### config.mk
export PLATFORM = sky130hd
export DESIGN_NAME = contador_pulsos
export DESIGN_NICKNAME = d
export VERILOG_FILES = /design/src/rtl/contador_pulsos.sv
export SDC_FILE = /design/constraint.sdc
export NUM_CORES = 1
export LEC_CHECK = 0
export CORE_ASPECT_RATIO = 0.6
export CORE_UTILIZATION = 50
export DETAILED_ROUTE_END_ITERATION = 6
export DONT_BUFFER_PORTS = 1
export PLACE_DENSITY = 0.73
export REMOVE_ABC_BUFFERS = 1
export SYNTH_ARGS = -nofsm -noshare
export SYNTH_HDL_FRONTEND = slang
export SYNTH_SLANG_ARGS = --single-unit
### constraint.sdc
create_clock -name clock -period 3.9 [get_ports clock]
set_input_delay 0.78 -clock clock [delete_from_list [all_inputs] [get_ports clock]]
set_output_delay 0.78 -clock clock [all_outputs]
set_load 0.03 [all_outputs]
### src/rtl/contador_pulsos.sv
// contador_pulsos: gated rising-edge counter publishing pulses per GATE_CYCLES window
module contador_pulsos #(
  parameter int GATE_CYCLES = 100000000,
  parameter int COUNT_W     = 28,
  parameter int SYNC_STAGES = 2
) (
  input  logic               clock,
  input  logic               reset_n,
  input  logic               enable,
  input  logic               pulso_in,
  output logic [COUNT_W-1:0] cuenta,
  output logic               valida,
  output logic               desborde,
  output logic               gate_activo
);
  localparam int GW = $clog2(GATE_CYCLES);
  localparam int AW = $clog2(SYNC_STAGES + 1);
  typedef enum logic [1:0] {IDLE, ARM, GATE} state_t;
  state_t state_q, state_d;
  logic [SYNC_STAGES-1:0] sync_q, sync_d;
  logic [AW-1:0] arm_q, arm_d;
  logic [GW-1:0] gcnt_q, gcnt_d;
  logic [COUNT_W-1:0] acc_q, acc_d, acc_n, cuenta_q, cuenta_d;
  logic prev_q, prev_d, pend_q, pend_d, pend_n;
  logic valida_q, valida_d, desborde_q, desborde_d;
  logic edge_det, sat, last, run;
  always_comb begin
    sync_d     = {sync_q[SYNC_STAGES-2:0], pulso_in};
    prev_d     = sync_q[SYNC_STAGES-1];
    edge_det   = sync_q[SYNC_STAGES-1] & ~prev_q;
    sat        = edge_det & (&acc_q);
    acc_n      = (sat | ~edge_det) ? acc_q : acc_q + 1'b1;
    pend_n     = pend_q | sat;
    last       = gcnt_q == GW'(GATE_CYCLES - 1);
    run        = enable & ~last;
    state_d    = state_q;
    arm_d      = '0;
    gcnt_d     = '0;
    acc_d      = '0;
    pend_d     = 1'b0;
    valida_d   = 1'b0;
    cuenta_d   = cuenta_q;
    desborde_d = desborde_q;
    unique case (state_q)
      IDLE: state_d = enable ? ARM : IDLE;
      ARM: begin
        arm_d   = arm_q + 1'b1;
        state_d = !enable ? IDLE : (arm_q == AW'(SYNC_STAGES)) ? GATE : ARM;
      end
      GATE: begin
        // the last window cycle publishes even when enable has just dropped
        state_d    = enable ? GATE : IDLE;
        gcnt_d     = run ? gcnt_q + 1'b1 : '0;
        acc_d      = run ? acc_n : '0;
        pend_d     = run & pend_n;
        valida_d   = last;
        cuenta_d   = last ? acc_n : cuenta_q;
        desborde_d = last ? pend_n : desborde_q;
      end
      default: state_d = IDLE;
    endcase
  end
  always_ff @(posedge clock) begin
    if (!reset_n) begin
      state_q    <= IDLE;
      sync_q     <= '0;
      prev_q     <= 1'b0;
      arm_q      <= '0;
      gcnt_q     <= '0;
      acc_q      <= '0;
      pend_q     <= 1'b0;
      cuenta_q   <= '0;
      valida_q   <= 1'b0;
      desborde_q <= 1'b0;
    end else begin
      state_q    <= state_d;
      sync_q     <= sync_d;
      prev_q     <= prev_d;
      arm_q      <= arm_d;
      gcnt_q     <= gcnt_d;
      acc_q      <= acc_d;
      pend_q     <= pend_d;
      cuenta_q   <= cuenta_d;
      valida_q   <= valida_d;
      desborde_q <= desborde_d;
    end
  end
  assign cuenta      = cuenta_q;
  assign valida      = valida_q;
  assign desborde    = desborde_q;
  assign gate_activo = state_q == GATE;
endmodule
==> results of run 1 <==
## synth_stat cells, drive strengths merged
| cell type | instances |
|---|---|
| dfxtp | 93 |
| nor2 | 76 |
| o21ai | 31 |
| xor2 | 30 |
| a21oi | 27 |
| nand3 | 25 |
| xnor2 | 20 |
| nand2 | 19 |
| nand4 | 15 |
| and3 | 12 |
| buf | 9 |
| inv | 9 |
| clkbuf | 7 |
| nor4 | 7 |
| nor3 | 6 |
| and2 | 4 |
| nand2b | 4 |
| or3 | 4 |
| a211oi | 3 |
| ha | 3 |
| and4 | 2 |
| mux2i | 2 |
| nor2b | 2 |
| nor3b | 2 |
| o211ai | 2 |
| or4 | 2 |
| or4b | 2 |
| nand4b | 1 |
| nor4b | 1 |
| o2111ai | 1 |
| o31a | 1 |
| or2 | 1 |
## state kept, by name (all words and copies together), names as in the netlist
| register | count |
|---|---|
| state_q | 2 |
| valida | 1 |
| desborde | 1 |
| acc_q | 28 |
| sync_q | 2 |
| arm_q | 2 |
| gcnt_q | 27 |
| prev_q | 1 |
| cuenta | 28 |
| pend_q | 1 |
## layout make-up
class / count / area share [%]
Clock buffer: 12 / 5.91
Clock inverter: 4 / 2.28
Inverter: 9 / 0.810
Multi-Input combinational cell: 305 / 42.6
Sequential cell: 93 / 44.6
Tap cell: 104 / 3.12
Timing Repair Buffer: 2 / 0.660
## logic make-up after synthesis
kind of cell / count (synthesis) / share of synthesized area, %
and+or+nand+nor: 185 / 24.3
DFF: 93 / 49.5
AOI/OAI and AO/OA: 65 / 9.57
xor gates and xnor gates: 50 / 11.6
buffers and inverters: 25 / 3.52
adders and majority gates: 3 / 0.997
muxes: 2 / 0.532
## through the flow
| step | instance area (µm²) | power [W] | util [%] | setup slack (ns) | instances |
|---|---|---|---|---|---|
| after floorplan | 3670 | 0.000980 | - | 0.724 | 407 |
| after global placement | 3830 | 0.000981 | 52.7 | 1.11 | 513 |
| after detailed placement | 3830 | 0.000982 | 52.7 | 1.02 | 513 |
| after CTS | 4170 | 0.00196 | 57.4 | 1.01 | 529 |
| after global routing | 4170 | 0.00200 | 57.4 | 0.833 | 529 |
| final | 4170 | 0.00194 | 57.4 | 1.04 | 529 |
## layer usage
| metal | global-route usage [%] | vias to the layer above | wire [µm] |
|---|---|---|---|
| met5 | 0 | - | 0 |
| met4 | 7.79 | 0 | 122 |
| met3 | 6.56 | 12 | 614 |
| met2 | 28.9 | 116 | 3190 |
| met1 | 31.2 | 1354 | 3950 |
| li1 | - | 1444 | - |
## worst max-delay path by stage
stage,from,end,cells past startpoint
4_1_cts,gcnt_q[8]$_SDFF_PN0_,acc_q[14]$_SDFF_PN0_,6
6_report,gcnt_q[8]$_SDFF_PN0_,acc_q[21]$_SDFF_PN0_,6
3_3_place_gp,gcnt_q[8]$_SDFF_PN0_,acc_q[25]$_SDFF_PN0_,6
5_1_grt,gcnt_q[8]$_SDFF_PN0_,cuenta[13]$_SDFFE_PN0P_,6
3_5_place_dp,gcnt_q[8]$_SDFF_PN0_,acc_q[14]$_SDFF_PN0_,6
2_1_floorplan,gcnt_q[8]$_SDFF_PN0_,cuenta[0]$_SDFFE_PN0P_,5
## layout by cell type (no fill, tap or decap), drive strengths merged, types with 2 or more instances in the layout
| cell type | n |
|---|---|
| nor4 | 7 |
| nor2 | 76 |
| mux2i | 2 |
| nand3 | 25 |
| clkbuf | 12 |
| o211ai | 2 |
| and4 | 2 |
| or4 | 2 |
| nor2b | 2 |
| and3 | 12 |
| and2 | 4 |
| or3 | 4 |
| xor2 | 30 |
| nor3b | 2 |
| nand4 | 15 |
| buf | 2 |
| o21ai | 31 |
| or4b | 2 |
| nor3 | 6 |
| nand2 | 19 |
| xnor2 | 20 |
| a211oi | 3 |
| dfxtp | 93 |
| inv | 9 |
| ha | 3 |
| bufinv | 3 |
| a21oi | 27 |
| nand2b | 4 |
## where the power goes
part / leakage [nW] / internal (W) / switching, W
combinational: 0.447 / 0.00000318 / 0.00000421
sequential: 0.750 / 0.000952 / 0.00000120
clock: 0.167 / 0.000643 / 0.000336
==> results.yml, run 1 <==
critical_path:
  worstPathRequired_ns: 4.12
  end_kind: "register"
  critPathTopFamily: "simple AND/OR/NAND/NOR gates"
  cp-start-kind: "register"
  reg2reg_from: "gcnt_q[8]$_SDFF_PN0_"
  crit_arrival_ns: 3.08
  crit_path_max_incr_delay_ns: 0.56
  crit_top_cell: "or4b_1"
  slowest_stage: "or4b_1"
  criticalPathCategory: "register to register"
  worst-path-max-fanout: 41
  critical_path.cell_chain: "or4b_1, or4b_1, or4_4, nand4_1, buf_12, nor2_1"
  rrSetupSlack_ns: 1.04
  worstRegToRegCells: 6
  r2r-end: "acc_q[21]$_SDFF_PN0_"
  worst-path-buf-inv: 1
run:
  maxCapViolations: 0
clock_network:
  cts_buffer_depth: 2
  cts-resized-gates: 0
  worstSkewPairLatency_ns: 0.33
  cts_tree: "done"
  cts.sinks: 93
  cts_root_buffer: "clkbuf_16"
  htree_num_levels: 3
  cts_buffers: 9
  hold_buffers: 0
  clkSlewWorstSetupHoldPaths_ns: 0.06
  post_cts_buffers: 0
final_layout:
  area_growth_pct: 10.8
  regArea_um2: 1860
  n_antenna_cell: 0
  drive_above_1_share_pct: 5.41
  fillers: 653
  fin_nets: 427
  multi_input_area_um2: 1780
synth:
  ys_ff_latch: 93
  synth_area_leaders: "dfxtp_1 49%, nor2_1 7.5%, xor2_1 7.0%, xnor2_1 4.7%, o21ai_0 4.1%"
  ys_warn_count: 0
  synth_top_area_cell: "dfxtp_1"
  syn_inst: 423
  syn_area_per_cell_um2: 8.90
  seq_area_frac_synth_pct: 49.5
  syn_area_um2: 3760
  ys_types: 38
  yosys.area.top_type_share_pct: 49.5
placement:
  dpl.hpwl_mm: 5.36
  portBuffers: 0
  gp_congestion: 0.811
floorplanning:
  dieArea_um2: 7890
  rows: 24
  pin_count: 35
  die_y_um: 69.2
  core_area_um2: 7270
  fp.dieW_um: 114
  start_util_pct: 51.8
sta:
  hold_ws_ns: 0.425
  tns_ns: 0
  finalCriticalPeriod_ns: 2.86
  fmax_mhz: 349
  hold_violations: 0
  rsz0062_at_grt: "no"
  drv_slew: 0
  post-route-period-util_pct: 73.4
  setup_violations: 0
  max_slew_margin_pct: 49.7
  tightest_slew_ns: 0.753
  fin_skew_ns: 0.00811
global_routing:
  grt_max_degree: 42
  antenna_found_initial: 0
  grt_overflow: 0
  grt_usage_pct: 21.2
  grt_pass1_wl_mm: 13.0
  grt_pass1_vias: 2657
route:
  wire_per_inst_um: 14.9
  viasPerCell: 5.53
  finalWirelength_mm: 7.88
  ant_nets: 0
  drc: 0
  drt-initial-drc-count: 318
  drtPass1Iterations: 4
  vias: 2926
worst_hold_path:
  holdPathStages: 1
  hold_path_end: "arm_q[0]$_SDFF_PN0_"
  hold_path_class: "register to register"
  worstHoldStart: "arm_q[0]$_SDFF_PN0_"
status:
  outcome: "finished, final reports clean"
power_and_ir_drop:
  p_per_area_nw_per_um2: 465
  leakage_nw: 1.36
  ir_worst_vdd_mv: 0.322
(Power assumes the default switching activity.)
==> run 2, diff against run 1 <==
- clock period: 3.9 -> 2.8 ns (I/O delays scaled with it)
==> results.yml, run 2 (synthesis gave the netlist of run 1 again) <==
floorplanning:
  dieArea_um2: 7890
  pin_count: 35
  fp.dieW_um: 114
  core_area_um2: 7270
  die_y_um: 69.2
  start_util_pct: 51.8
  rows: 24
sta:
  tightest_slew_ns: 0.783
  tns_ns: 0
  max_slew_margin_pct: 47.7
  fin_skew_ns: 0.00850
  rsz0062_at_grt: "no"
  drv_slew: 0
  fmax_mhz: 391
  post-route-period-util_pct: 91.4
  finalCriticalPeriod_ns: 2.56
  setup_violations: 0
  hold_violations: 0
clock_network:
  post_cts_buffers: 0
  cts-resized-gates: 0
  htree_num_levels: 3
  cts_buffer_depth: 2
  hold_buffers: 0
  cts.sinks: 93
  cts_buffers: 9
  cts_root_buffer: "clkbuf_16"
  cts_tree: "done"
  worstSkewPairLatency_ns: 0.34
  clkSlewWorstSetupHoldPaths_ns: 0.07
power_and_ir_drop:
  ir_worst_vdd_mv: 0.371
  p_per_area_nw_per_um2: 610
  leakage_nw: 1.36
global_routing:
  grt_max_degree: 32
  grt_pass1_wl_mm: 13.4
  antenna_found_initial: 0
  grt_overflow: 0
  grt_pass1_vias: 2697
  grt_usage_pct: 21.9
critical_path:
  end_kind: "register"
  crit_arrival_ns: 2.82
  criticalPathCategory: "register to register"
  worst-path-max-fanout: 31
  worstPathRequired_ns: 3.06
  cp-start-kind: "register"
final_layout:
  area_growth_pct: 10.6
  n_antenna_cell: 0
  drive_above_1_share_pct: 6.09
  fin_nets: 429
  layout_common_cells: "93 x dfxtp_1, 75 x nor2_1, 31 x o21ai_0, 30 x xor2_1, 27 x a21oi_1"
  final_common_cell: "dfxtp_1"
  fin_util_pct: 57.3
status:
  outcome: "finished, final reports clean"
route:
  drtPass1Iterations: 5
  viasPerCell: 5.49
  drc: 0
  ant_nets: 0
  vias: 2917
  finalWirelength_mm: 7.90
  drt-initial-drc-count: 271
  wire_per_inst_um: 14.9
placement:
  dpl.hpwl_mm: 5.45
  portBuffers: 0
  gp_congestion: 0.832
run:
  maxCapViolations: 0
worst_hold_path:
  hold_path_class: "input port to register"
run 2: cell count changes in the layout (fill, tap and decap cells not counted):
| cell | previous run | this run |
|---|---|---|
| buf_12 | 1 | 3 |
| bufinv_16 | 3 | 1 |
| clkbuf_1 | 2 | 1 |
| clkinv_2 | 1 | 4 |
run 2: report_power, final:
part / internal [W] / total, W / switching (W)
sequential: 0.00133 / 0.00133 / 0.00000186
clock: 0.000710 / 0.00120 / 0.000490
combinational: 0.00000442 / 0.0000104 / 0.00000594
total: 0.00204 / 0.00254 / 0.000498
run 2: stage by stage:
step	setup WS (ns)	cells	cell area, µm²	total power, W	hold slack (ns)
2_1_floorplan	-0.376	407	3670	0.00137	0.391
5_1_grt	0.122	531	4160	0.00262	0.338
4_1_cts	0.237	531	4160	0.00256	0.335
3_3_place_gp	0.338	515	3870	0.00137	0.399
3_5_place_dp	0.252	515	3870	0.00137	0.404
6_report	0.240	531	4160	0.00254	0.346
run 2: final cells by class:
class	count	area (µm²)
flip-flops and latches	93	1860
clock inverters	5	50.0
clock buffers	11	243
repair buffers	4	67.6
multi-input cells	305	1780
inverters	9	33.8
fillers	650	3100
well taps	104	130
run 2: layer usage:
metal  track usage [%]  vias up  part of all wire (%)
met2              30.8       77                    40
met4              9.24        0                   1.5
met5                 0        -                     0
met1              31.5     1376                    52
li1                  -     1453                     -
met3              5.94       11                   5.9
run 2: worst max-delay path: stages, from the launching register on:
cell	delay, ns
dfxtp_1	0.35
or4b_1	0.54
or4b_1	0.52
or4_4	0.48
nor2_4	0.12
buf_12	0.18
nor2_1	0.07
a211oi_2	0.21
run 2: path summary, 6_finish.rpt:
kind,start,slack (ns),cells past startpoint,endpoint
setup reg to reg,gcnt_q[8]$_SDFF_PN0_,0.24,7,cuenta[25]$_SDFFE_PN0P_
hold / removal,reset_n,0.35,1,valida$_SDFF_PN0_
hold reg to reg,arm_q[0]$_SDFF_PN0_,0.41,1,arm_q[0]$_SDFF_PN0_
setup / recovery,gcnt_q[8]$_SDFF_PN0_,0.24,7,cuenta[25]$_SDFFE_PN0P_
==> run 3, diff against run 2 <==
- GPL_ROUTABILITY_DRIVEN: not set -> 1
==> results of run 3 <==
Final layout, timing and power as in run 2 (identical DEF).
==> RTL change: new RTL, config.mk and constraints of run 2 <==
`COUNT_W`: 28 -> 42.
--- a/src/rtl/contador_pulsos.sv
+++ b/src/rtl/contador_pulsos.sv
@@ -1,7 +1,7 @@
 // contador_pulsos: gated rising-edge counter publishing pulses per GATE_CYCLES window
 module contador_pulsos #(
   parameter int GATE_CYCLES = 100000000,
-  parameter int COUNT_W     = 28,
+  parameter int COUNT_W     = 42,
   parameter int SYNC_STAGES = 2
 ) (
   input  logic               clock,
Ports: changed (resized cuenta); port bits go from 35 to 49. No check against the original RTL was run, so the function may have changed too.
==> RTL change against run 2 <==
Design area up 37%; critical path depth down 1; area after synthesis up 30%; routed wire length up 44%; final cell count up 32%; power up 67%; setup slack better by 0.10 ns; first-iteration DRC count up 23%; sequential cell count up 28; largest cell class unchanged; largest power group is now the clock network.
==> RTL change: results (changes against run 2) <==
Outcome
  • Status: complete, no violations

Placement
  • RD Place Congestion: 0.876 (+5.3%)
  • Placed insts: 668 (+30%)
  • IO buf count: 0 (unchanged)
  • DP HPWL: 7460 um (+37%)

Worst setup path
  • CP Launch Point: acc_q[8]
  • CP max FO: 7 (-77%)
  • R2r worst-path depth: 6 (-1)
  • Slowest stage delay, CP: 0.62 ns (+0.08 ns)
  • Delay-heaviest family, CP: simple AND/OR/NAND/NOR gates
  • Setup crit end: cuenta[9]
  • Internal reg-to-reg setup slack: 0.34 ns (+0.10 ns)
  • Slowest-stage cell, CP: or4_4

Global routing
  • Initial antenna violation count: 0 (unchanged)
  • GRT Total Usage: 24.4% (+2.4 points)
  • Pin count of the biggest net entering global routing: 52 (+63%)
  • Number of global-route vias before repair: 3702 (+37%)
  • First-pass GRT wire length: 18700 um (+39%)

Logic synthesis
  • YS warnings: 0 (unchanged)
  • Sequential fraction of the synthesis area: 49.6% (+0.11 points)
  • Dominant cells by area after synthesis: dfxtp_1 50%, nor2_1 7.0%, xor2_1 6.6%
  • Post-synth ARST share: 0% (unchanged)
  • Avg Cell Area, Syn: 8.77 um2 (-1.4%)
  • Synth cell types: 41 (+7.9%)
  • Synth top cells by count: 121 x dfxtp_1, 91 x nor2_1, 44 x o21ai_0

Cells and area
  • Fin cells: 700 (+32%)
  • Ant. Diodes: 0 (unchanged)
  • Share of cells above drive strength 1: 8.77% (+2.7 points)
  • Post-layout nets: 564 (+31%)

Route
  • M1 WL: 5330 um (+29%)
  • Wire length on met2: 4890 um (+53%)
  • Routed WL: 11400 um (+44%)
  • Met3 routed WL: 1010 um (+120%)
  • Top Metal Used: met4
  • Drt first-iter violations: 332 (+23%)
  • First-pass DRT Iterations: 5 (unchanged)
  • Drt via density: 5.68 (+3.4%)

CTS
  • Worst skew pair latency: 0.41 ns (+0.07 ns)
  • Post-CTS Setup Bufs: 0 (unchanged)
  • Clock tree buffer depth: 2 (unchanged)
  • H-tree depth: 4 (+1)
  • Root Driver: clkbuf_16
  • Clock slew at reported path FFs: 0.05 ns (-0.02 ns)
  • Post_cts resized: 0 (unchanged)
  • TritonCTS Buffers: 17 (+8)

Pwr
  • Max VDD drop: 0.442 mV (+19%)
  • Leakage: 1.93 nW (+41%)

Hold path
  • HP Class: in -> reg

STA
  • Slew margin rel.: 52.0% (+4.3 points)
  • Final Skew: 0.00816 ns (-0.000338 ns)
==> RTL change: cell types whose count changed after synthesis, moves of 4 or more <==
cell	run 2	this run
and4_1	2	6
nand4_1	15	21
nor2_1	75	91
dfxtp_1	93	121
nor3_1	6	13
nand2_1	19	30
a21oi_1	27	43
clkbuf_1	7	24
buf_4	6	1
xnor2_1	20	29
o21ai_0	31	44
xor2_1	30	37
==> RTL change: how the worst min path moves through the flow <==
stage | from | endpoint | slack (ns) | cells past startpoint
2_1_floorplan | arm_q[0] | arm_q[0] | 0.39 | 1
3_3_place_gp | arm_q[0] | arm_q[0] | 0.40 | 1
3_5_place_dp | arm_q[0] | arm_q[0] | 0.41 | 1
4_1_cts | reset_n | sync_q[1] | 0.26 | 1
5_1_grt | reset_n | sync_q[1] | 0.26 | 1
6_report | reset_n | sync_q[1] | 0.28 | 1
==> RTL change: power by group <==
group / total [mW] / internal [mW] / switching (mW)
clock: 2.51 / 1.76 / 0.747
sequential: 1.73 / 1.73 / 0.00136
combinational: 0.00790 / 0.00420 / 0.00370
==> RTL change: metrics by stage <==
step | setup slack [ns] | instance area (um2) | util, % | hold slack, ns
global route | 0.148 | 5690 | 61.0 | 0.261
detailed placement | 0.380 | 5000 | 53.7 | 0.407
CTS | 0.351 | 5690 | 61.0 | 0.258
finish | 0.342 | 5690 | 61.0 | 0.278
floorplan | 0.0116 | 4770 | - | 0.391
global placement | 0.438 | 5000 | 53.7 | 0.399
==> RTL change: area by class of cell <==
type / count / area (um2)
Fill cell: 813 / 3640
Sequential cell: 121 / 2420
Multi-Input combinational cell: 401 / 2330
Clock buffer: 25 / 495
Clock inverter: 7 / 185
Tap cell: 130 / 163
Timing Repair Buffer: 9 / 67.6
Inverter: 7 / 26.3
==> RTL change: cells by family (layout without fill, tap and decap cells) <==
kind of cell | count (synthesis) | after routing | share of synthesized area (%)
xor gates and xnor gates | 66 | 66 | 11.8
adders and majority gates | 3 | 3 | 0.768
DFF | 121 | 121 | 49.6
AOI/OAI and AO/OA | 91 | 91 | 9.55
buffers and inverters | 35 | 48 | 2.84
and+or+nand+nor | 241 | 241 | 25.4
==> RTL change: per-layer routing <==
metal	GRT usage (%)	vias up
met1	33.5	1890
met2	34.5	143
met3	8.18	17
li1	-	1925
met5	0	-
met4	10.3	0
==> RTL change: worst register-to-register path: cells and delay by family, from the launching register on <==
| kind | cells | cell delay, ns |
|---|---|---|
| AO/OA/AOI/OAI | 1 | 0.10 |
| AND/OR/NAND/NOR | 4 | 1.59 |
| flip-flops | 1 | 0.42 |
| XOR/XNOR | 1 | 0.21 |
